File: src/rtl/ps2_host_tx.sv
`default_nettype none
// +----------------------------------------------------------------------+
// | ps2_host_tx : PS/2 host-to-device transmitter (open-drain enables)    |
// | Revision 1.0                                                          |
// +----------------------------------------------------------------------+
module ps2_host_tx #(
  parameter int CLK_HOLD_CYCLES = 5000,
  parameter int TIMEOUT_CYCLES  = 1000000
) (
  input  logic       clk_i,
  input  logic       reset_i,
  input  logic       send_i,
  input  logic [7:0] tx_data_i,
  input  logic       ps2_clk_i,
  input  logic       ps2_dat_i,
  output logic       ps2_clk_oe_o,
  output logic       ps2_dat_oe_o,
  output logic       busy_o,
  output logic       done_o,
  output logic       err_o
);

  localparam int HOLD_W = (CLK_HOLD_CYCLES > 1) ? $clog2(CLK_HOLD_CYCLES) : 1;
  localparam int TO_W   = (TIMEOUT_CYCLES > 1) ? $clog2(TIMEOUT_CYCLES) : 1;

  localparam logic [HOLD_W-1:0] c_hold_last = HOLD_W'(CLK_HOLD_CYCLES - 1);
  localparam logic [HOLD_W-1:0] c_hold_pre  = HOLD_W'(CLK_HOLD_CYCLES - 2);
  localparam logic [TO_W-1:0]   c_to_pre    = TO_W'(TIMEOUT_CYCLES - 2);
  localparam logic              c_start_now = (CLK_HOLD_CYCLES == 1);

  typedef enum logic [2:0] {
    S_IDLE      = 3'd0,
    S_INHIBIT   = 3'd1,
    S_RELEASE   = 3'd2,
    S_XMIT      = 3'd3,
    S_ACK       = 3'd4,
    S_WAIT_IDLE = 3'd5
  } state_e;

  state_e            state_q, state_d;
  logic              clk_s1_q, clk_s2_q, clk_prev_q;
  logic              dat_s1_q, dat_s2_q;
  logic [HOLD_W-1:0] hold_q, hold_d;
  logic [TO_W-1:0]   to_q, to_d;
  logic [3:0]        bit_q, bit_d;
  logic [10:0]       sr_q, sr_d;
  logic              clk_oe_q, clk_oe_d;
  logic              dat_oe_q, dat_oe_d;
  logic              busy_q, busy_d;
  logic              done_q, done_d;
  logic              err_q, err_d;

  logic              w_fall;
  logic              w_to_hit;

  // Synchronisers idle high so a reset never fabricates a falling edge.
  always_ff @(posedge clk_i) begin
    if (reset_i) begin
      clk_s1_q   <= 1'b1;
      clk_s2_q   <= 1'b1;
      clk_prev_q <= 1'b1;
      dat_s1_q   <= 1'b1;
      dat_s2_q   <= 1'b1;
    end else begin
      clk_s1_q   <= ps2_clk_i;
      clk_s2_q   <= clk_s1_q;
      clk_prev_q <= clk_s2_q;
      dat_s1_q   <= ps2_dat_i;
      dat_s2_q   <= dat_s1_q;
    end
  end

  assign w_fall   = clk_prev_q & ~clk_s2_q;
  // Abort on the edge where the counter would reach TIMEOUT_CYCLES-1.
  assign w_to_hit = (to_q == c_to_pre);

  always_comb begin
    state_d  = state_q;
    hold_d   = hold_q;
    to_d     = to_q;
    bit_d    = bit_q;
    sr_d     = sr_q;
    clk_oe_d = clk_oe_q;
    dat_oe_d = dat_oe_q;
    busy_d   = busy_q;
    done_d   = 1'b0;
    err_d    = 1'b0;

    case (state_q)
      S_IDLE: begin
        clk_oe_d = 1'b0;
        dat_oe_d = 1'b0;
        busy_d   = 1'b0;
        if (send_i) begin
          sr_d     = {1'b1, ~^tx_data_i, tx_data_i, 1'b0};
          hold_d   = '0;
          clk_oe_d = 1'b1;
          dat_oe_d = c_start_now;
          busy_d   = 1'b1;
          state_d  = S_INHIBIT;
        end
      end

      S_INHIBIT: begin
        if (hold_q == c_hold_last) begin
          clk_oe_d = 1'b0;
          state_d  = S_RELEASE;
        end else begin
          hold_d = hold_q + HOLD_W'(1);
          // Start bit goes out in the last held cycle.
          if (hold_q == c_hold_pre) begin
            dat_oe_d = ~sr_q[0];
          end
        end
      end

      S_RELEASE: begin
        to_d    = '0;
        bit_d   = 4'd0;
        state_d = S_XMIT;
      end

      S_XMIT, S_ACK, S_WAIT_IDLE: begin
        if (w_to_hit) begin
          clk_oe_d = 1'b0;
          dat_oe_d = 1'b0;
          busy_d   = 1'b0;
          err_d    = 1'b1;
          state_d  = S_IDLE;
        end else begin
          to_d = to_q + TO_W'(1);
          case (state_q)
            S_XMIT: begin
              if (w_fall) begin
                // sr_q[1] is the bit for this fall; the stop bit releases the line.
                bit_d    = bit_q + 4'd1;
                dat_oe_d = ~sr_q[1];
                sr_d     = {1'b1, sr_q[10:1]};
                if (bit_q == 4'd9) begin
                  state_d = S_ACK;
                end
              end
            end
            S_ACK: begin
              if (w_fall) begin
                bit_d = bit_q + 4'd1;
                if (!dat_s2_q) begin
                  state_d = S_WAIT_IDLE;
                end else begin
                  dat_oe_d = 1'b0;
                  busy_d   = 1'b0;
                  err_d    = 1'b1;
                  state_d  = S_IDLE;
                end
              end
            end
            default: begin
              if (clk_s2_q && dat_s2_q) begin
                busy_d  = 1'b0;
                done_d  = 1'b1;
                state_d = S_IDLE;
              end
            end
          endcase
        end
      end

      default: begin
        clk_oe_d = 1'b0;
        dat_oe_d = 1'b0;
        busy_d   = 1'b0;
        state_d  = S_IDLE;
      end
    endcase
  end

  always_ff @(posedge clk_i) begin
    if (reset_i) begin
      state_q  <= S_IDLE;
      hold_q   <= '0;
      to_q     <= '0;
      bit_q    <= 4'd0;
      sr_q     <= '0;
      clk_oe_q <= 1'b0;
      dat_oe_q <= 1'b0;
      busy_q   <= 1'b0;
      done_q   <= 1'b0;
      err_q    <= 1'b0;
    end else begin
      state_q  <= state_d;
      hold_q   <= hold_d;
      to_q     <= to_d;
      bit_q    <= bit_d;
      sr_q     <= sr_d;
      clk_oe_q <= clk_oe_d;
      dat_oe_q <= dat_oe_d;
      busy_q   <= busy_d;
      done_q   <= done_d;
      err_q    <= err_d;
    end
  end

  assign ps2_clk_oe_o = clk_oe_q;
  assign ps2_dat_oe_o = dat_oe_q;
  assign busy_o       = busy_q;
  assign done_o       = done_q;
  assign err_o        = err_q;

endmodule
`default_nettype wire

File: config.mk
export PLATFORM = sky130hd
export DESIGN_NAME = ps2_host_tx
export DESIGN_NICKNAME = d
export VERILOG_FILES = /design/src/rtl/ps2_host_tx.sv
export SDC_FILE = /design/constraint.sdc
export NUM_CORES = 1
export LEC_CHECK = 0
export BUFFER_PORTS_ARGS = -buffer_cell sky130_fd_sc_hd__buf_4
export CORE_UTILIZATION = 30
export DETAILED_ROUTE_END_ITERATION = 10
export PLACE_DENSITY = 0.45
export SLEW_MARGIN = 0
export SYNTH_ARGS = -nofsm -noshare
export SYNTH_HDL_FRONTEND = slang
export SYNTH_SLANG_ARGS = --single-unit
export TNS_END_PERCENT = 10
File: constraint.sdc
create_clock -name clk_i -period 2.2 [get_ports clk_i]
set_input_delay 0.33 -clock clk_i [delete_from_list [all_inputs] [get_ports clk_i]]
set_output_delay 0.33 -clock clk_i [all_outputs]
set_load 0.05 [all_outputs]
==> metrics.yaml <==
sta:
  timing.final.crit_period_ps: 2000
  fmaxAchievable_mhz: 501
  tightest_slew_ps: 518
  rsz0062_at_grt: "no"
  report.final.setup_viol: 0
  layout_worst_path_cycle_share_pct: 90.8
  worst_clock_skew_ps: 3.58
  hold_viol_final: 0
  maxSlewViolCount: 0
  max-slew-margin-rel_pct: 65.1
  totalNegativeSetupSlack_ps: 0
worst_setup_path:
  rr_startpoint: "to_q[0]"
  crit_path_start: "to_q[0]"
  worstSetupPathType: "reg2reg"
  critPathMaxFanout: 13
  critical_path_arrival_ps: 2220
  timing.critical_path.required_ps: 2420
  worst-r2r-cell-count: 7
  critPathCaptureType: "flop"
  startpoint_type: "flop"
pwr:
  power_per_cell_area_mw_per_mm2: 895
  net_switching_share_of_the_total_power_pct: 31.9
  sequentialPowerShare_pct: 35.9
  power_frac_clock_pct: 37.7
  internal_power_mw: 2.51
  power.switching_mw: 1.17
  power_frac_comb_pct: 26.5
  power.ir.vdd_worst_uv: 445
  power.static_leakage_nw: 1.43
detailed_routing:
  drt-pass1-iter-count: 4
  route.antenna.remaining_nets: 0
  wl_per_cell_um: 15.2
  routed_met2_length_mm: 4.04
  dr.first_iter.drc_count: 198
  drt_drc_violations_left: 0
  met3_length_um: 295
  vias_per_cell: 5.32
  route.final.wire_length_mm: 8.83
  routed.top_layer: "met4"
  wirelength_met1_mm: 4.36
  route.vias.total: 3082
clock_tree:
  tritoncts.num_buffers: 9
  clk_pin_slew_ps: 50
  cts-htree-levels: 3
  clock_sinks: 61
  cts_tree: "done"
  hold_buffers: 0
  cts_max_path_buffers: 2
  cts.root.buffer_cell: "sky130_fd_sc_hd__clkbuf_16"
  clock_latency_ps: 330
synth:
  syn_area_mm2: 0.00346
  yosys_register_bits: 61
  synth_top_flop_cell: "sky130_fd_sc_hd__dfxtp_1"
  synth_compound_area_share_pct: 22.3
  post_synth_inst_count: 407
  synth-seq-area-share_pct: 35.3
  edff_count_synth: 0
  dominant_combinational_cell_family_by_area_after_synthesis: "simple AND/OR/NAND/NOR gates"
  synthesized_area_fraction_occupied_by_and_or_nand_nor_cells_pct: 28.8
  async_set_or_reset_flop_fraction_in_the_synthesized_netlist_pct: 0
  synth-adder-area-share_pct: 2.17
  synth_area_per_cell_um2: 8.49
  synth-warning-count: 0
  synth_cell_type_count: 71
  syn-num-nets: 426
  synthXorXnorAreaFrac_pct: 5.57
  synthMuxAreaShare_pct: 1.19
finish:
  mostFrequentLayoutCell: "sky130_fd_sc_hd__dfxtp_1"
  utilization_pct: 37.3
  filler_cells: 1173
  ratio_of_cells_with_drive_above_1_in_the_final_layout_pct: 18.9
  area_growth_syn_to_layout_pct: 18.9
  most-common-layout-cells: "sky130_fd_sc_hd__dfxtp_1, sky130_fd_sc_hd__nand2_1, sky130_fd_sc_hd__buf_4"
  antenna_cells_inserted: 0
  finalNetCount: 453
floorplanning:
  die_h_um: 109
  start_util_pct: 31.3
  die_width_um: 109
  coreArea_mm2: 0.0110
  die_area_mm2: 0.0120
  core.rowCount: 38
  io-pin-count: 18
placed_design:
  post-dp-hpwl_mm: 6.21
  routabilityCongestion: 0.779
  numPortBuffers: 17
worst_hold_path:
  min_delay_path_depth: 2
  hold_start: "ps2_clk_i"
  kind_of_path_behind_the_tightest_hold_check: "in2reg"
grt:
  sum_of_overflow_across_all_layers_after_global_routing: 0
  grt_first_pass_wirelength_mm: 15.1
  antenna_found_initial: 0
  via_count_of_the_first_global_routing_pass: 2977
  pin_count_of_the_biggest_net_entering_global_routing: 26
  grt.total_usage_pct: 16.5
flow_run:
  drv.max_cap_violation_count: 0
outcome:
  outcome: "completed"
[critical path, stage by stage, from the launching register on]
cell	delay [ps]
sky130_fd_sc_hd__dfxtp_1	340
sky130_fd_sc_hd__inv_1	90
sky130_fd_sc_hd__ha_1	150
sky130_fd_sc_hd__and3_1	220
sky130_fd_sc_hd__nand4_4	200
sky130_fd_sc_hd__o21ai_4	410
sky130_fd_sc_hd__a21oi_1	160
sky130_fd_sc_hd__mux2_1	320
[flip-flops by register name, indices dropped and copies added (netlist names)]
signal / flops
busy_o: 1
ps2_clk_oe_o: 1
to_q: 20
clk_s2_q: 1
clk_prev_q: 1
sr_q: 11
err_o: 1
dat_s1_q: 1
clk_s1_q: 1
done_o: 1
dat_s2_q: 1
hold_q: 13
state_q: 3
bit_q: 4
ps2_dat_oe_o: 1
[repair_timing]
action / 4_1_cts / 5_1_grt
setup buffers: 0 / 2
setup endpoints to repair: 0 / 1
resized for setup: 0 / 0
[logic make-up after synthesis]
family                     count (synthesis)
buffers and inverters                     35
adders and majority gates                  6
DFF                                       61
AOI/OAI and AO/OA                         98
muxes                                      4
xor gates and xnor gates                  22
and+or+nand+nor                          181
[worst paths after layout]
check                                end  slack, ps
worst max-delay path             to_q[5]        200
worst max register to register   to_q[5]        200
worst min-delay path            clk_s1_q        180
worst min register to register  clk_s2_q        410
[Yosys cell counts, types with 3 or more instances]
| master | n | share of area (%) |
|---|---|---|
| sky130_fd_sc_hd__buf_4 | 3 | 0.65 |
| sky130_fd_sc_hd__a2111o_1 | 6 | 2.0 |
| sky130_fd_sc_hd__xor2_1 | 3 | 0.76 |
| sky130_fd_sc_hd__nand2_1 | 52 | 5.6 |
| sky130_fd_sc_hd__ha_1 | 6 | 2.2 |
| sky130_fd_sc_hd__buf_2 | 7 | 1.0 |
| sky130_fd_sc_hd__nor2b_1 | 4 | 0.72 |
| sky130_fd_sc_hd__nor3_1 | 9 | 1.3 |
| sky130_fd_sc_hd__a21oi_1 | 20 | 2.9 |
| sky130_fd_sc_hd__a31oi_1 | 3 | 0.54 |
| sky130_fd_sc_hd__o31ai_1 | 4 | 0.87 |
| sky130_fd_sc_hd__nand4_1 | 5 | 0.90 |
| sky130_fd_sc_hd__inv_1 | 10 | 1.1 |
| sky130_fd_sc_hd__clkbuf_1 | 12 | 1.3 |
| sky130_fd_sc_hd__and4_1 | 4 | 1.0 |
| sky130_fd_sc_hd__nor4_1 | 3 | 0.54 |
| sky130_fd_sc_hd__or3_1 | 8 | 1.4 |
| sky130_fd_sc_hd__a311oi_1 | 9 | 2.3 |
| sky130_fd_sc_hd__nand3_1 | 18 | 2.6 |
| sky130_fd_sc_hd__xnor2_1 | 19 | 4.8 |
| sky130_fd_sc_hd__a211oi_1 | 8 | 1.7 |
| sky130_fd_sc_hd__dfxtp_1 | 61 | 35 |
| sky130_fd_sc_hd__a2111oi_2 | 5 | 2.2 |
| sky130_fd_sc_hd__nand3b_1 | 3 | 0.65 |
| sky130_fd_sc_hd__and2_1 | 3 | 0.54 |
| sky130_fd_sc_hd__or4_1 | 3 | 0.65 |
| sky130_fd_sc_hd__or2_2 | 10 | 1.8 |
| sky130_fd_sc_hd__o211ai_1 | 5 | 1.1 |
| sky130_fd_sc_hd__o21ai_0 | 13 | 1.9 |
| sky130_fd_sc_hd__nor2_1 | 30 | 3.3 |
| sky130_fd_sc_hd__and3_1 | 7 | 1.3 |
| sky130_fd_sc_hd__o2111ai_1 | 5 | 1.3 |
| sky130_fd_sc_hd__nor4b_1 | 3 | 0.76 |
| sky130_fd_sc_hd__mux2i_1 | 3 | 0.87 |
[power by group through the flow]
stage	Clock [mW]	Sequential (mW)	Combinational, mW
finish	1.38	1.32	0.974
global route	1.48	1.34	1.08
CTS	1.42	1.32	0.978
floorplan	0	1.39	0.647
global placement	0	1.34	0.971
detailed placement	0	1.34	0.977
[final cells by class]
type                       instances  area (µm²)  area share (%)
clock buffer                      16         292            7.09
inverter                          10        37.5           0.913
timing repair buffer              41         308            7.49
tap                              140         175            4.26
multi-input combinational        311        2080            50.5
sequential                        61        1220            29.7
[metrics by stage]
step                power, mW  instance area, µm²  setup slack, ps  hold WS (ps)  cells
finish                   3.68                4110              202           180    579
global route             3.89                4110             37.8           178    579
CTS                      3.72                4100              128           167    577
detailed placement       2.32                3800              136           398    561
global placement         2.31                3800              227           394    561
floorplan                2.03                3460              426           389    407
[routing by layer]
| metal | global-route usage, % | vias up |
|---|---|---|
| li1 | - | 1549 |
| met4 | 6.57 | 0 |
| met5 | 0 | - |
| met1 | 21.2 | 1472 |
| met3 | 4.33 | 11 |
| met2 | 26.3 | 50 |
Power figures use the tool's default switching activity.
